<file path="src/rtl/hvsync_detector.sv">
// Sink-side 640x480@60 sync detector: recovers x/y position from incoming
// negative-polarity hsync/vsync and verifies line and frame timing before locking.
module hvsync_detector #(
    parameter int H_ACTIVE = 640,
    parameter int H_FP     = 16,
    parameter int H_SYNC   = 96,
    parameter int H_BP     = 48,
    parameter int V_ACTIVE = 480,
    parameter int V_FP     = 10,
    parameter int V_SYNC   = 2,
    parameter int V_BP     = 33
) (
    input  logic        clk_25,
    input  logic        rst,
    input  logic        hsync,
    input  logic        vsync,
    output logic [9:0]  x_count,
    output logic [9:0]  y_count,
    output logic        active_pixel,
    output logic        locked,
    output logic        timing_err,
    output logic [10:0] line_period,
    output logic [9:0]  frame_lines
);

    localparam int H_TOTAL = H_ACTIVE + H_FP + H_SYNC + H_BP;
    localparam int V_TOTAL = V_ACTIVE + V_FP + V_SYNC + V_BP;

    localparam logic [9:0]  X_START  = 10'(H_ACTIVE + H_FP);
    localparam logic [9:0]  X_LAST   = 10'(H_TOTAL - 1);
    localparam logic [9:0]  Y_START  = 10'(V_ACTIVE + V_FP);
    localparam logic [9:0]  Y_LAST   = 10'(V_TOTAL - 1);
    localparam logic [10:0] PER_OK   = 11'(H_TOTAL);
    localparam logic [9:0]  LINES_OK = 10'(V_TOTAL);

    typedef enum logic [1:0] {SEARCH, VERIFY, LOCKED} state_e;

    state_e      state_q;
    logic        hs_q, vs_q, pend_q, pend_d;
    logic        err_q, locked_q, terr_q;
    logic [10:0] per_q, per_d, lp_q, lp_d;
    logic [9:0]  x_q, x_d, y_q, y_d;
    logic [9:0]  lc_q, lc_d, fl_q, fl_d;

    logic hs_fall, vs_fall, fs;
    logic per_bad, lines_bad, per_sat;

    assign hs_fall   = hs_q & ~hsync;
    assign vs_fall   = vs_q & ~vsync;
    assign fs        = hs_fall & (pend_q | vs_fall);
    assign per_bad   = hs_fall && (per_q != PER_OK);
    assign lines_bad = fs && (lc_q != LINES_OK);
    assign per_sat   = (per_q == 11'h7FF);

    always_comb begin
        per_d  = per_q;
        lp_d   = lp_q;
        pend_d = pend_q;
        x_d    = x_q;
        y_d    = y_q;
        lc_d   = lc_q;
        fl_d   = fl_q;
        if (hs_fall) begin
            per_d = 11'd1;
            lp_d  = per_q;
        end else if (!per_sat) begin
            per_d = per_q + 11'd1;
        end
        if (fs) begin
            pend_d = 1'b0;
        end else if (vs_fall) begin
            pend_d = 1'b1;
        end
        if (hs_fall) begin
            x_d = X_START;
        end else if (x_q == X_LAST) begin
            x_d = 10'd0;
        end else begin
            x_d = x_q + 10'd1;
        end
        // Row advances only on a free-running wrap, never on a resync edge
        if (fs) begin
            y_d = Y_START;
        end else if (!hs_fall && x_q == X_LAST) begin
            y_d = (y_q == Y_LAST) ? 10'd0 : y_q + 10'd1;
        end
        if (fs) begin
            lc_d = 10'd1;
            fl_d = lc_q;
        end else if (hs_fall && lc_q != 10'h3FF) begin
            lc_d = lc_q + 10'd1;
        end
    end

    always_ff @(posedge clk_25 or posedge rst) begin
        if (rst) begin
            hs_q   <= 1'b1;
            vs_q   <= 1'b1;
            pend_q <= 1'b0;
            per_q  <= '0;
            lp_q   <= '0;
            x_q    <= '0;
            y_q    <= '0;
            lc_q   <= '0;
            fl_q   <= '0;
        end else begin
            hs_q   <= hsync;
            vs_q   <= vsync;
            pend_q <= pend_d;
            per_q  <= per_d;
            lp_q   <= lp_d;
            x_q    <= x_d;
            y_q    <= y_d;
            lc_q   <= lc_d;
            fl_q   <= fl_d;
        end
    end

    always_ff @(posedge clk_25 or posedge rst) begin
        if (rst) begin
            state_q  <= SEARCH;
            err_q    <= 1'b0;
            locked_q <= 1'b0;
            terr_q   <= 1'b0;
        end else begin
            terr_q <= 1'b0;
            unique case (state_q)
                SEARCH: begin
                    if (fs) begin
                        state_q <= VERIFY;
                        err_q   <= 1'b0;
                    end
                end
                VERIFY: begin
                    // Lock needs one whole clean frame between two frame starts
                    if (fs) begin
                        if (!err_q && !per_bad && !lines_bad) begin
                            state_q  <= LOCKED;
                            locked_q <= 1'b1;
                        end
                        err_q <= 1'b0;
                    end else if (per_bad) begin
                        err_q <= 1'b1;
                    end
                end
                LOCKED: begin
                    if (per_bad || lines_bad || per_sat) begin
                        state_q  <= SEARCH;
                        locked_q <= 1'b0;
                        terr_q   <= 1'b1;
                    end
                end
                default: begin
                    state_q  <= SEARCH;
                    locked_q <= 1'b0;
                end
            endcase
        end
    end

    assign x_count      = x_q;
    assign y_count      = y_q;
    assign locked       = locked_q;
    assign timing_err   = terr_q;
    assign line_period  = lp_q;
    assign frame_lines  = fl_q;
    assign active_pixel = locked_q && (x_q < 10'(H_ACTIVE)) && (y_q < 10'(V_ACTIVE));

endmodule

</file>
<file path="config.mk">
export PLATFORM = sky130hd
export DESIGN_NAME = hvsync_detector
export DESIGN_NICKNAME = d
export VERILOG_FILES = /design/src/rtl/hvsync_detector.sv
export SDC_FILE = /design/constraint.sdc
export NUM_CORES = 1
export LEC_CHECK = 0
export CAP_MARGIN = 20
export CORE_MARGIN = 2
export CORE_UTILIZATION = 49
export CTS_BUF_LIST = sky130_fd_sc_hd__clkbuf_16
export DETAILED_ROUTE_END_ITERATION = 6
export GPL_TIMING_DRIVEN = 0
export HOLD_SLACK_MARGIN = 0.12
export MAX_ROUTING_LAYER = met4
export PLACE_DENSITY = 0.77
export SYNTH_ARGS = -nofsm -noshare
export SYNTH_HDL_FRONTEND = slang
export SYNTH_SLANG_ARGS = --single-unit
export TNS_END_PERCENT = 5
</file>
<file path="constraint.sdc">
create_clock -name clk_25 -period 2.2 [get_ports clk_25]
set_clock_uncertainty 0.15 [all_clocks]
set_input_delay 0.44 -clock clk_25 [delete_from_list [all_inputs] [get_ports clk_25]]
set_output_delay 0.44 -clock clk_25 [all_outputs]
set_load 0.05 [all_outputs]
</file>
# Yosys cells after proc, flatten, opt, wreduce, memory -nomap -nowiden
# Cells that the tools add are included.
# totals
reg_bits	70
inputBits	4
output_inout_bits	44
# op_classes
n_addsub	4
order_cmp	2
n_eq_ne	14
muxes	26
bitwise	7
reduce_logical	22
# ops
op	n
2-to-1 mux 10 bit	7
adder 10 x 1 -> 10 bit, second input constant	3
2-to-1 mux 11 bit	2
equality test 10 bit, second input constant	2
!= test 10 bit, second input constant	2
adder 11 x 1 -> 11 bit, second input constant	1
equality test 11 bit, second input constant	1
!= test 11 x 10 -> 1 bit, second input constant	1
< comparator 10 bit, second input constant	1
< comparator 10 x 9 -> 1 bit, second input constant	1
2-to-1 mux 1 bit	10
!= test 2 bit, second input constant	5
logical AND 1 bit	8
2-to-1 mux 2 bit	4
AND reduction 4 bit	2
nonzero test 2 bit	4
one-hot mux 2 bit (3 select lines)	1
zero test 1 bit	4
bitwise AND 1 bit	3
!= test 3 bit, second input constant	1
inverter 1 bit	3
one-hot mux 1 bit (3 select lines)	1
AND reduction 3 bit	1
equality test 2 x 1 -> 1 bit, second input constant	1
other kinds (5)	6

# Depth between registers and ports, before layout
# logic_depth
depth_word	10
ltp_mapped	6

# Least setup slack after synthesis
# Ideal clock, no wire load.
# synth_path
path_kind	register to register
from	register x_q[0] (netlist: x_count[0])
to	register y_q[3] (netlist: y_count[3])
setup_time_ns	0.124
t_arrival_ns	2.115
t_required_ns	1.926
path_slack_ns	-0.189
stages_incl_launch_ff	7
path_buffers	1
period_less_slack_ns	2.389
cell_sequence	dfrtp_1 -> ha_1 -> nand4_1 -> or4_4 -> buf_4 -> a21o_1 -> a211o_1
# synth_between
elab_chain_len	3
# synth_rtl
item	line	rtl
start: declaration	42	logic [9:0] x_q, x_d, y_q, y_d;
start signal: assignment	102	x_q <= '0;
start signal: assignment	112	x_q <= x_d;
equality test 10 bit	84	end else if (!hs_fall && x_q == X_LAST) begin
logical AND 1 bit	84	
nonzero test 2 bit (no line)	-	
end signal: assignment	113	y_q <= y_d;
end: declaration	42	
# Every way passes these cells.
# A chain may end at the register's enable or synchronous reset.

# Worst setup path after layout
# layout_path
from	register x_q[1] (netlist: x_count[1])
to	output port x_count[1]
# layout_lines
item	line	rtl
end: declaration	17	output logic [9:0] x_count,
# No word-level cell between the ends.

==> out/results.txt <==
Starting Density: 50.8%
number of input and output port buffers inserted: 47
largest fanout on the critical path: 4
detailed-router iteration count before antenna repair: 5
share of the clock period used by the worst path: 98.6%
Arr. time, crit path: 1580 ps
number of enable flip-flop cells after synthesis: 0
antenna violations before repair: 0
clock latency on the worst-skew pair: 330 ps
cell-by-cell trace of the critical path: clkdlybuf4s50_1
max capacitance violation total: 0
startpoint of the tightest hold check path: hsync
P_int: 2.78 mW
total of warnings raised by yosys: 0
number of distinct standard cells referenced by the synthesized netlist: 58
hold violation total from the final report: 0
ranking of synthesized cells by area: sky130_fd_sc_hd__dfrtp_1, sky130_fd_sc_hd__nand2_1, sky130_fd_sc_hd__nand3_1
Synth Register Bits: 70
Core Box Area: 6790 um^2
destination of the worst register-to-register timing path: y_count[3]
critical path class: flop to primary output
sw frac: 30.3%
cell with the most instances after synthesis: sky130_fd_sc_hd__dfrtp_1
Total Nets Final: 431
global-route wire length before repair: 13300 um
Yosys top cell area share: 49.3%
Buffers & Inverters on Critical Path: 1
WP data required: 1610 ps
library cell with the largest summed area after synthesis: sky130_fd_sc_hd__dfrtp_1
Die H: 87.9 um
most common flop cell mapped by yosys: sky130_fd_sc_hd__dfrtp_1
Seq/Total Area, Yosys: 50.9%
Worst-path clk slew: 50 ps
placed inst area: 4060 um^2
power density normalized to cell area: 904 nW/um^2
diode insertion count for antenna repair: 0
routability-driven placement congestion ratio: 0.874
DRC violation total after the first TritonRoute iteration: 214
clock root cell: sky130_fd_sc_hd__clkbuf_16
Final Critical Period: 2170 ps
die area: 7720 um^2
num ports: 48
synthesis-to-finish area growth: 28.2%
Crit. End Element: primary output
Setup Fix Bufs, Post-CTS: 0
met2 wire length: 3770 um
number of global-route vias before repair: 2781
Mapped Cells: 361
switching power of the nets: 1.21 mW
area of the mapped netlist: 3450 um^2
Reg2Reg Depth: 6
Worst-Margin Slew: 701 ps
worst-case clock buffer depth: 2
Detailed Route WL: 7870 um
routed via count divided by cell count: 5.72
gr ovfl total: 0
Core Util, Final: 65.1%
number of buffers inserted during clock tree synthesis: 9
cells resized by post-CTS repair: 16
hold bufs inserted after CTS: 0
Post-synth ARST share: 100%
Critical Path Source Type: flop
Final setup viols: 0
clock tree from TritonCTS: done
hold crit path type: primary input to flop
Post-DP HPWL: 5340 um
delay of the slowest cell on the worst path: 830 ps
top cell types by occurrence after synthesis: sky130_fd_sc_hd__dfrtp_1, sky130_fd_sc_hd__nand2_1, sky130_fd_sc_hd__nand3_1
Crit-path slowest cell: sky130_fd_sc_hd__clkdlybuf4s50_1
vias after detailed routing: 2982
count of final max-slew check failures: 0
Hold Path Stages: 1
final routed DRC violation total: 0
maximum level of the CTS H-tree: 3
clock network fraction of total power: 41.6%
per-instance average area after synthesis: 9.55 um^2
worst ir drop on vdd: 0.000633 V
Hold WS: 282 ps
WL per Instance: 15.1 um
Slew headroom: 53.1%
Rows: 30
detailed-routing wirelength on met1: 3610 um
minimum setup slack among reg-to-reg paths: 70 ps
Achievable Freq: 461 MHz
worst hold endpoint: hs_q
length of routed met3 wiring: 353 um
power share of the combinational group: 19.5%
die extent in x: 87.9 um
highest signal layer in the routed design: met4
Sequential Power Share: 39.0%
post-synth net total: 372
ratio of cells with drive above 1 in the final layout: 8.71%
pin count of the biggest net entering global routing: 40
post-route design area: 4420 um^2
setup repair after global routing missed its margin: yes
startpoint of the worst-slack reg-to-reg timing path: x_count[1]
run status: finished, final reports clean
DRT antenna net count: 0
reported leakage power: 1.85 nW
total global-route track usage: 22.8%
family with the most delay on the worst path: buffers and inverters
TritonCTS sink count: 70
==> cell type report <==
class                   instances  area (um^2)
multi-input cells             262         1590
flip-flops and latches         70         1760
fillers                       561         2370
inverters                      12         48.8
repair buffers                 48          479
clock inverters                 7          120
clock buffers                   9          225
plain buffers                  17         80.1
well taps                      96          120
==> registers in the layout, summed over array words and instances, names as in the netlist <==
name / cells
hs_q: 1
locked: 1
err_q: 1
x_count: 10
lc_q: 10
state_q: 2
y_count: 10
frame_lines: 10
line_period: 11
per_q: 11
pend_q: 1
timing_err: 1
vs_q: 1
==> layout by cell type, fill, tap and decap left out, types with 5 or more instances in the layout <==
cell and n:
sky130_fd_sc_hd__nand4_1 8, sky130_fd_sc_hd__dfrtp_1 67, sky130_fd_sc_hd__clkdlybuf4s50_1 32, sky130_fd_sc_hd__nor2_1 19, sky130_fd_sc_hd__o21ai_0 19, sky130_fd_sc_hd__and4_1 6, sky130_fd_sc_hd__and3_1 5, sky130_fd_sc_hd__clkbuf_1 11
sky130_fd_sc_hd__o31ai_1 5, sky130_fd_sc_hd__nand3_1 21, sky130_fd_sc_hd__ha_1 6, sky130_fd_sc_hd__clkbuf_16 9, sky130_fd_sc_hd__a21oi_1 15, sky130_fd_sc_hd__xnor2_1 8, sky130_fd_sc_hd__nor3_1 11, sky130_fd_sc_hd__inv_1 11
sky130_fd_sc_hd__nand2_1 67, sky130_fd_sc_hd__dlygate4sd2_1 11, sky130_fd_sc_hd__a31oi_1 7
==> per-layer routing <==
| layer | GRT usage, % | vias up |
|---|---|---|
| li1 | - | 1427 |
| met1 | 30.4 | 1453 |
| met2 | 34.7 | 90 |
| met3 | 3.77 | 12 |
| met4 | 9.09 | 0 |
| met5 | - | - |
==> worst max-delay path by stage <==
stage / start / to / cells past startpoint
2_1_floorplan: x_count[1] / y_count[3] / 6
3_3_place_gp: hsync / y_count[5] / 6
3_5_place_dp: hsync / y_count[5] / 6
4_1_cts: x_count[8] / active_pixel / 3
5_1_grt: x_count[1] / y_count[3] / 6
6_report: x_count[1] / x_count[1] / 1
==> worst reg2reg max path, cell delays in order, from the launching register on <==
cell and delay [ps]:
sky130_fd_sc_hd__dfrtp_1 420, sky130_fd_sc_hd__ha_4 180, sky130_fd_sc_hd__nand4_1 190, sky130_fd_sc_hd__or4_4 470, sky130_fd_sc_hd__buf_4 180, sky130_fd_sc_hd__a21o_1 150, sky130_fd_sc_hd__a211o_1 280
==> power by group through the flow <==
stage               Clock, mW  Combinational, mW  Sequential (mW)
finish                   1.66              0.778             1.56
global route             1.73              0.837             1.58
CTS                      1.68              0.774             1.55
detailed placement          0              0.772             1.57
global placement            0              0.755             1.56
floorplan                   0              0.277             1.80
==> per-stage QoR <==
step	power, mW	TNS (ps)	instances	worst slack (ps)
global placement	2.32	-11430	504	-465
CTS	4.00	-35.1	521	-35.1
finish	4.00	0	521	30.0
detailed placement	2.34	-11080	505	-516
global route	4.15	-140	521	-63.5
floorplan	2.08	-477	361	-178
==> cell families after synthesis <==
logic type / count (synthesis) / synth area share, %
fa+ha+maj: 7 / 2.54
mux: 2 / 0.581
flops: 70 / 50.9
simple gates: 172 / 26.4
buf+inv: 29 / 3.59
compound gates: 70 / 13.2
xor+xnor: 11 / 2.79
Note: power is estimated with default switching activity, not from simulation.
